--- src/rtl/eth_parser_pkg.sv ---
// Shared constants and types for the Ethernet receive-side parsers.
package eth_parser_pkg;

  localparam logic [15:0] ETHERTYPE_IPV4 = 16'h0800;
  localparam logic [15:0] ETHERTYPE_VLAN = 16'h8100;
  localparam logic [3:0]  IPV4_VERSION   = 4'h4;

  // Byte offsets from the start-of-frame byte for an untagged frame.
  localparam int unsigned ETH_TYPE_OFS = 12;
  localparam int unsigned IP_VER_OFS   = 14;
  localparam int unsigned IP_SRC_OFS   = 26;
  localparam int unsigned IP_DST_OFS   = 30;
  localparam int unsigned VLAN_LEN     = 4;

  typedef enum logic [1:0] {
    IDLE,
    ETH_HDR,
    IP_HDR,
    DRAIN
  } parse_state_t;

endpackage

--- src/rtl/byte_field_capture.sv ---
// Shift-in accumulator for a multi-byte big-endian field at a given start offset.
// field_o already includes the current byte, so it is complete in the cycle done_o is high.
module byte_field_capture #(
  parameter int unsigned DATA_W  = 8,
  parameter int unsigned FIELD_W = 32,
  parameter int unsigned CNT_W   = 6
) (
  input  logic               clk,
  input  logic               rst,
  input  logic               en_i,
  input  logic [CNT_W-1:0]   ofs_i,
  input  logic [CNT_W-1:0]   start_i,
  input  logic [DATA_W-1:0]  data_i,
  output logic               done_o,
  output logic [FIELD_W-1:0] field_o
);

  localparam int unsigned NBYTES = FIELD_W / DATA_W;
  localparam int unsigned ACC_W  = FIELD_W - DATA_W;

  logic [ACC_W-1:0] acc_q, acc_d;
  logic [CNT_W-1:0] last_ofs;
  logic             in_window;

  assign last_ofs  = start_i + CNT_W'(NBYTES - 1);
  assign in_window = en_i && (ofs_i >= start_i) && (ofs_i <= last_ofs);
  assign done_o    = en_i && (ofs_i == last_ofs);
  assign field_o   = {acc_q, data_i};

  always_comb begin
    acc_d = acc_q;
    if (in_window) begin
      acc_d = {acc_q[ACC_W-DATA_W-1:0], data_i};
    end
  end

  always_ff @(posedge clk) begin
    if (rst) begin
      acc_q <= '0;
    end else begin
      acc_q <= acc_d;
    end
  end

endmodule

--- src/rtl/ipv4_addr_extractor.sv ---
// Extracts IPv4 source/destination addresses from a received Ethernet byte stream.
// Define VLAN_TAG_EN to accept a single 802.1Q tag ahead of the IPv4 EtherType.
module ipv4_addr_extractor #(
  parameter int unsigned DATA_W    = 8,
  parameter int unsigned IP_ADDR_W = 32,
  parameter int unsigned CNT_W     = 6
) (
  input  logic                 clk,
  input  logic                 rst,
  input  logic [DATA_W-1:0]    data_i,
  input  logic                 valid_i,
  input  logic                 sof_i,
  input  logic                 eof_i,
  output logic                 insert_val_o,
  output logic                 look_up_val_o,
  output logic [IP_ADDR_W-1:0] ip_addr_o
);

  import eth_parser_pkg::*;

  localparam logic [CNT_W-1:0] OFS_ETYPE_HI = CNT_W'(ETH_TYPE_OFS);
  localparam logic [CNT_W-1:0] OFS_ETYPE_LO = CNT_W'(ETH_TYPE_OFS + 1);
  localparam logic [CNT_W-1:0] OFS_VER      = CNT_W'(IP_VER_OFS);
  localparam logic [CNT_W-1:0] OFS_SRC      = CNT_W'(IP_SRC_OFS);
  localparam logic [CNT_W-1:0] OFS_DST      = CNT_W'(IP_DST_OFS);

  parse_state_t         state_q, state_d;
  logic [CNT_W-1:0]     cnt_q, cnt_d;
  logic [DATA_W-1:0]    etype_hi_q, etype_hi_d;
  logic                 insert_q, insert_d;
  logic                 look_up_q, look_up_d;
  logic [IP_ADDR_W-1:0] ip_addr_q, ip_addr_d;

  logic [CNT_W-1:0]     shift;
  logic [CNT_W-1:0]     etype_hi_ofs, etype_lo_ofs, ver_ofs, src_start, dst_start;
  logic                 cap_en;
  logic                 src_done, dst_done;
  logic [IP_ADDR_W-1:0] src_field, dst_field;

`ifdef VLAN_TAG_EN
  logic vlan_q, vlan_d;
  assign shift = vlan_q ? CNT_W'(VLAN_LEN) : '0;
`else
  assign shift = '0;
`endif

  // Once a tag is seen every later field moves by the tag length.
  assign etype_hi_ofs = OFS_ETYPE_HI + shift;
  assign etype_lo_ofs = OFS_ETYPE_LO + shift;
  assign ver_ofs      = OFS_VER + shift;
  assign src_start    = OFS_SRC + shift;
  assign dst_start    = OFS_DST + shift;

  assign cap_en = valid_i && !sof_i && (state_q == IP_HDR);

  byte_field_capture #(
    .DATA_W  (DATA_W),
    .FIELD_W (IP_ADDR_W),
    .CNT_W   (CNT_W)
  ) u_src_cap (
    .clk     (clk),
    .rst     (rst),
    .en_i    (cap_en),
    .ofs_i   (cnt_q),
    .start_i (src_start),
    .data_i  (data_i),
    .done_o  (src_done),
    .field_o (src_field)
  );

  byte_field_capture #(
    .DATA_W  (DATA_W),
    .FIELD_W (IP_ADDR_W),
    .CNT_W   (CNT_W)
  ) u_dst_cap (
    .clk     (clk),
    .rst     (rst),
    .en_i    (cap_en),
    .ofs_i   (cnt_q),
    .start_i (dst_start),
    .data_i  (data_i),
    .done_o  (dst_done),
    .field_o (dst_field)
  );

  always_comb begin
    state_d    = state_q;
    cnt_d      = cnt_q;
    etype_hi_d = etype_hi_q;
    insert_d   = 1'b0;
    look_up_d  = 1'b0;
    ip_addr_d  = ip_addr_q;
`ifdef VLAN_TAG_EN
    vlan_d     = vlan_q;
`endif
    if (valid_i) begin
      if (sof_i) begin
        // A new frame start wins over whatever was in progress.
        cnt_d   = CNT_W'(1);
        state_d = eof_i ? IDLE : ETH_HDR;
`ifdef VLAN_TAG_EN
        vlan_d  = 1'b0;
`endif
      end else begin
        if (state_q != IDLE) begin
          cnt_d = (cnt_q == '1) ? cnt_q : cnt_q + 1'b1;
        end
        case (state_q)
          ETH_HDR: begin
            if (cnt_q == etype_hi_ofs) begin
              etype_hi_d = data_i;
            end
            if (cnt_q == etype_lo_ofs) begin
              if ({etype_hi_q, data_i} == ETHERTYPE_IPV4) begin
                state_d = IP_HDR;
`ifdef VLAN_TAG_EN
              end else if (({etype_hi_q, data_i} == ETHERTYPE_VLAN) && !vlan_q) begin
                vlan_d = 1'b1;
`endif
              end else begin
                state_d = DRAIN;
              end
            end
          end
          IP_HDR: begin
            if ((cnt_q == ver_ofs) && (data_i[DATA_W-1 -: 4] != IPV4_VERSION)) begin
              state_d = DRAIN;
            end
            if (src_done) begin
              insert_d  = 1'b1;
              ip_addr_d = src_field;
            end
            if (dst_done) begin
              look_up_d = 1'b1;
              ip_addr_d = dst_field;
              state_d   = DRAIN;
            end
          end
          IDLE, DRAIN: ;
          default: state_d = IDLE;
        endcase
        // The last byte is processed first so a frame ending on an address byte still reports it.
        if (eof_i) begin
          state_d = IDLE;
          cnt_d   = '0;
        end
      end
    end
  end

  always_ff @(posedge clk) begin
    if (rst) begin
      state_q    <= IDLE;
      cnt_q      <= '0;
      etype_hi_q <= '0;
      insert_q   <= 1'b0;
      look_up_q  <= 1'b0;
      ip_addr_q  <= '0;
`ifdef VLAN_TAG_EN
      vlan_q     <= 1'b0;
`endif
    end else begin
      state_q    <= state_d;
      cnt_q      <= cnt_d;
      etype_hi_q <= etype_hi_d;
      insert_q   <= insert_d;
      look_up_q  <= look_up_d;
      ip_addr_q  <= ip_addr_d;
`ifdef VLAN_TAG_EN
      vlan_q     <= vlan_d;
`endif
    end
  end

  assign insert_val_o  = insert_q;
  assign look_up_val_o = look_up_q;
  assign ip_addr_o     = ip_addr_q;

endmodule

--- config.mk ---
export PLATFORM = sky130hd
export DESIGN_NAME = ipv4_addr_extractor
export DESIGN_NICKNAME = d
export VERILOG_FILES = /design/src/rtl/eth_parser_pkg.sv /design/src/rtl/byte_field_capture.sv /design/src/rtl/ipv4_addr_extractor.sv
export SDC_FILE = /design/constraint.sdc
export NUM_CORES = 1
export LEC_CHECK = 0
export BUFFER_PORTS_ARGS = -buffer_cell sky130_fd_sc_hd__buf_4
export CORE_MARGIN = 2
export CORE_UTILIZATION = 50
export CTS_BUF_LIST = sky130_fd_sc_hd__clkbuf_8
export CTS_CLUSTER_SIZE = 14
export DETAILED_ROUTE_END_ITERATION = 7
export HOLD_SLACK_MARGIN = 0.15
export PLACE_DENSITY_LB_ADDON = 0.15
export SETUP_SLACK_MARGIN = 0.05
export SYNTH_ARGS = -nofsm -noshare
export SYNTH_HDL_FRONTEND = slang
export SYNTH_SLANG_ARGS = --single-unit
--- constraint.sdc ---
create_clock -name clk -period 2.4 [get_ports clk]
set_clock_uncertainty 0.2 [all_clocks]
set_input_delay 0.24 -clock clk [delete_from_list [all_inputs] [get_ports clk]]
set_output_delay 0.24 -clock clk [all_outputs]
set_load 0.005 [all_outputs]
==> out/results.txt <==
Nets = 564
Largest stage delay on the critical path = 380 ps
Yosys reg bits = 98
Final number of hold-violating endpoints = 0
TritonCTS clock tree = yes
Delay-heaviest family, CP = buffers and inverters
Placer's final routability congestion estimate = 0.8281
Post-synth EDFFs = 0
Power share of the clock group = 0.372
Average wire per standard cell = 15.22 um
RSZ-0062 raised after global routing = no
Critical Path Start = cnt_q[1]
Initial antenna violation count = 0
Worst path cell trace = inv_1, ha_1, nand4b_1, buf_4, a21oi_4, buf_12, nor2_1, a311oi_1
Area Growth Syn to Fin = 19.50%
Pre-antenna DRT Iters = 5
WL final = 9895 um
Register area share after synthesis = 0.4807
Critical path fanouts, max = 56
Layout cells sized above 1 = 0.1551
Placed Instance Area = 4562 sq um
FILL cells = 679
Clock root cell = clkbuf_8
Post-CTS Repair Setup Buffers = 0
FP Rows = 32
Cell taking the most area after synthesis = dfxtp_1
Most area-consuming cells after synthesis = dfxtp_1 48%, nand2_1 9.8%, a21oi_1 7.6%
Clk buf depth = 2
Clock sink count = 98
Antenna cell count = 0
Total number of vias = 3675
Crit-path slowest cell = dfxtp_1
Synth top area share = 0.4807
Worst-skew pair later-pin latency = 370 ps
Cells after Synth = 495
Port buffer count = 46
Power per cell area = 576.0 nW/um^2
Hpwl dp = 6293 um
Synth Flop Type = dfxtp_1
Die area = 8902 sq um
Net Sw Power = 699.0 uW
Yosys warnings = 0
Combinational share of power = 0.047
Most frequent cells in the layout = 107 x nand2_1, 98 x dfxtp_1, 62 x a21oi_1
Total grt overflow = 0
Initial Util = 0.5228
First-pass GRT wire length = 16480 um
Sw Ratio = 0.2488
Int Power = 2110 uW
Arrival time worst endpoint = 2250 ps
Final setup violation count = 0
Hold wc startpoint = u_src_cap.acc_q[20]
Vias in the first global route = 3418
H-tree levels = 3
Vias per Instance = 5.654
Synthesized cell area = 4081 sq um
Die width = 94.35 um
Syn Nets = 516
Required @ worst endpoint = 2470 ps
Largest net degree at the start of global routing = 57
Power share of the sequential group = 0.581
Nature of the critical path endpoint = flip-flop
# Max-Cap Violations = 0
Commonest non-fill, non-tap cell in the layout = nand2_1
Pins Over Slew Limit = 0
Hold Path Class = flip-flop to flip-flop
Peak VDD IR = 0.0003394 V
Design area = 4877 sq um
Syn avg cell area = 8.245 sq um
Fmax = 460.0 MHz
Core footprint = 7807 sq um
Netlist cell types = 46
IO Count = 47
Non-filler cells, final = 650
Status = finished clean
Post-route setup TNS = 0 ps
Die height = 94.35 um
Pleak = 0.001603 uW
Actual slew at the worst max-slew pin = 581.0 ps
Tcrit/Tclk final = 0.9059
Inserted Clock Buffers = 9
Hold_ws = 261.5 ps
Worst reg2reg startpoint = cnt_q[1]
DRC = 0
Placed cell count = 622
Worst rel slew slack = 0.6127
Worst path bufs/invs = 3
Startpoint Class = flip-flop
Detail Route Antenna Nets = 0
DRT iter0 DRCs = 336
Final Power = 2809 uW
Min cycle time layout = 2174 ps
Worst-path clk slew = 100 ps
Total GRT Usage = 0.2330
Critical path class = flip-flop to flip-flop
Ys async rst share = 0
-- power by group through the flow --
stage	combinational [uW]	clock, uW	sequential [uW]
2_1_floorplan	60.5	0	1670
3_3_place_gp	113	0	1670
3_5_place_dp	115	0	1670
4_1_cts	130	1080	1630
5_1_grt	143	1130	1630
6_report	131	1050	1630
-- worst paths after layout --
check | end | slack (ps) | cells past startpoint
max | ip_addr_o[12] | 230 | 8
min | u_src_cap.acc_q[20] | 260 | 2
max reg2reg | ip_addr_o[12] | 230 | 8
min reg2reg | u_src_cap.acc_q[20] | 260 | 2
-- through the flow --
step | setup WS [ps] | util
after floorplan | 396.7 | -
after global placement | 332.0 | 0.5843
after detailed placement | 240.9 | 0.5843
after CTS | 217.8 | 0.6244
after global routing | 63.00 | 0.6247
final | 225.9 | 0.6247
-- worst register-to-register path, cell delays in order (launching register included) --
cell	delay, ps
dfxtp_1	380
inv_1	120
ha_1	200
nand4b_1	230
buf_4	220
a21oi_4	130
buf_12	270
nor2_1	90
a311oi_1	250
-- kinds of logic after synthesis --
logic type | Yosys count | synth area share
AO/OA/AOI/OAI | 138 | 0.2103
adder cells (fa/ha/maj) | 8 | 0.02453
buffers and inverters | 45 | 0.04905
flip-flops | 98 | 0.4807
multiplexers | 9 | 0.02207
AND/OR/NAND/NOR | 197 | 0.2134
-- synthesized netlist by cell type, types with 2 or more instances --
master	n
nand3_1	26
nor2_1	38
or3_1	3
a21oi_1	62
clkbuf_1	24
mux2i_1	9
nor4_1	2
a211oi_1	2
buf_6	2
o21ai_0	36
buf_2	10
and3_1	2
dfxtp_1	98
nand4b_1	3
a311oi_1	24
ha_1	8
inv_1	8
nor3_1	4
nand2_1	107
-- metal layers --
layer / global-route usage / share of wire / vias to the layer above
li1: - / - / 1829
met1: 0.3120 / 0.46 / 1745
met2: 0.3940 / 0.49 / 93
met3: 0.04629 / 0.044 / 8
met4: 0.04710 / 0.0063 / 0
met5: 0 / 0 / -
-- state kept, by name (all words and copies together), names as in the netlist --
register	cells
ip_addr_o	32
look_up_val_o	1
insert_val_o	1
etype_hi_q	8
cnt_q	6
u_dst_cap.acc_q	24
u_src_cap.acc_q	24
state_q	2
-- layout make-up --
cell class              instances  area, sq um  area share
clock inverters                 6        55.05     0.01129
well taps                     102        127.6     0.02617
repair buffers                 74        635.6      0.1303
clock buffers                  10        137.6     0.02822
inverters                       8        30.03    0.006157
multi-input cells             352         1929      0.3956
flip-flops and latches         98         1962      0.4023
-- repair_timing --
action	in CTS	in global routing
hold buffers	12	0
gates resized for setup	0	1
setup endpoints to repair	0	5
hold endpoints to repair	36	0
Note: power is estimated with default switching activity, not from simulation.
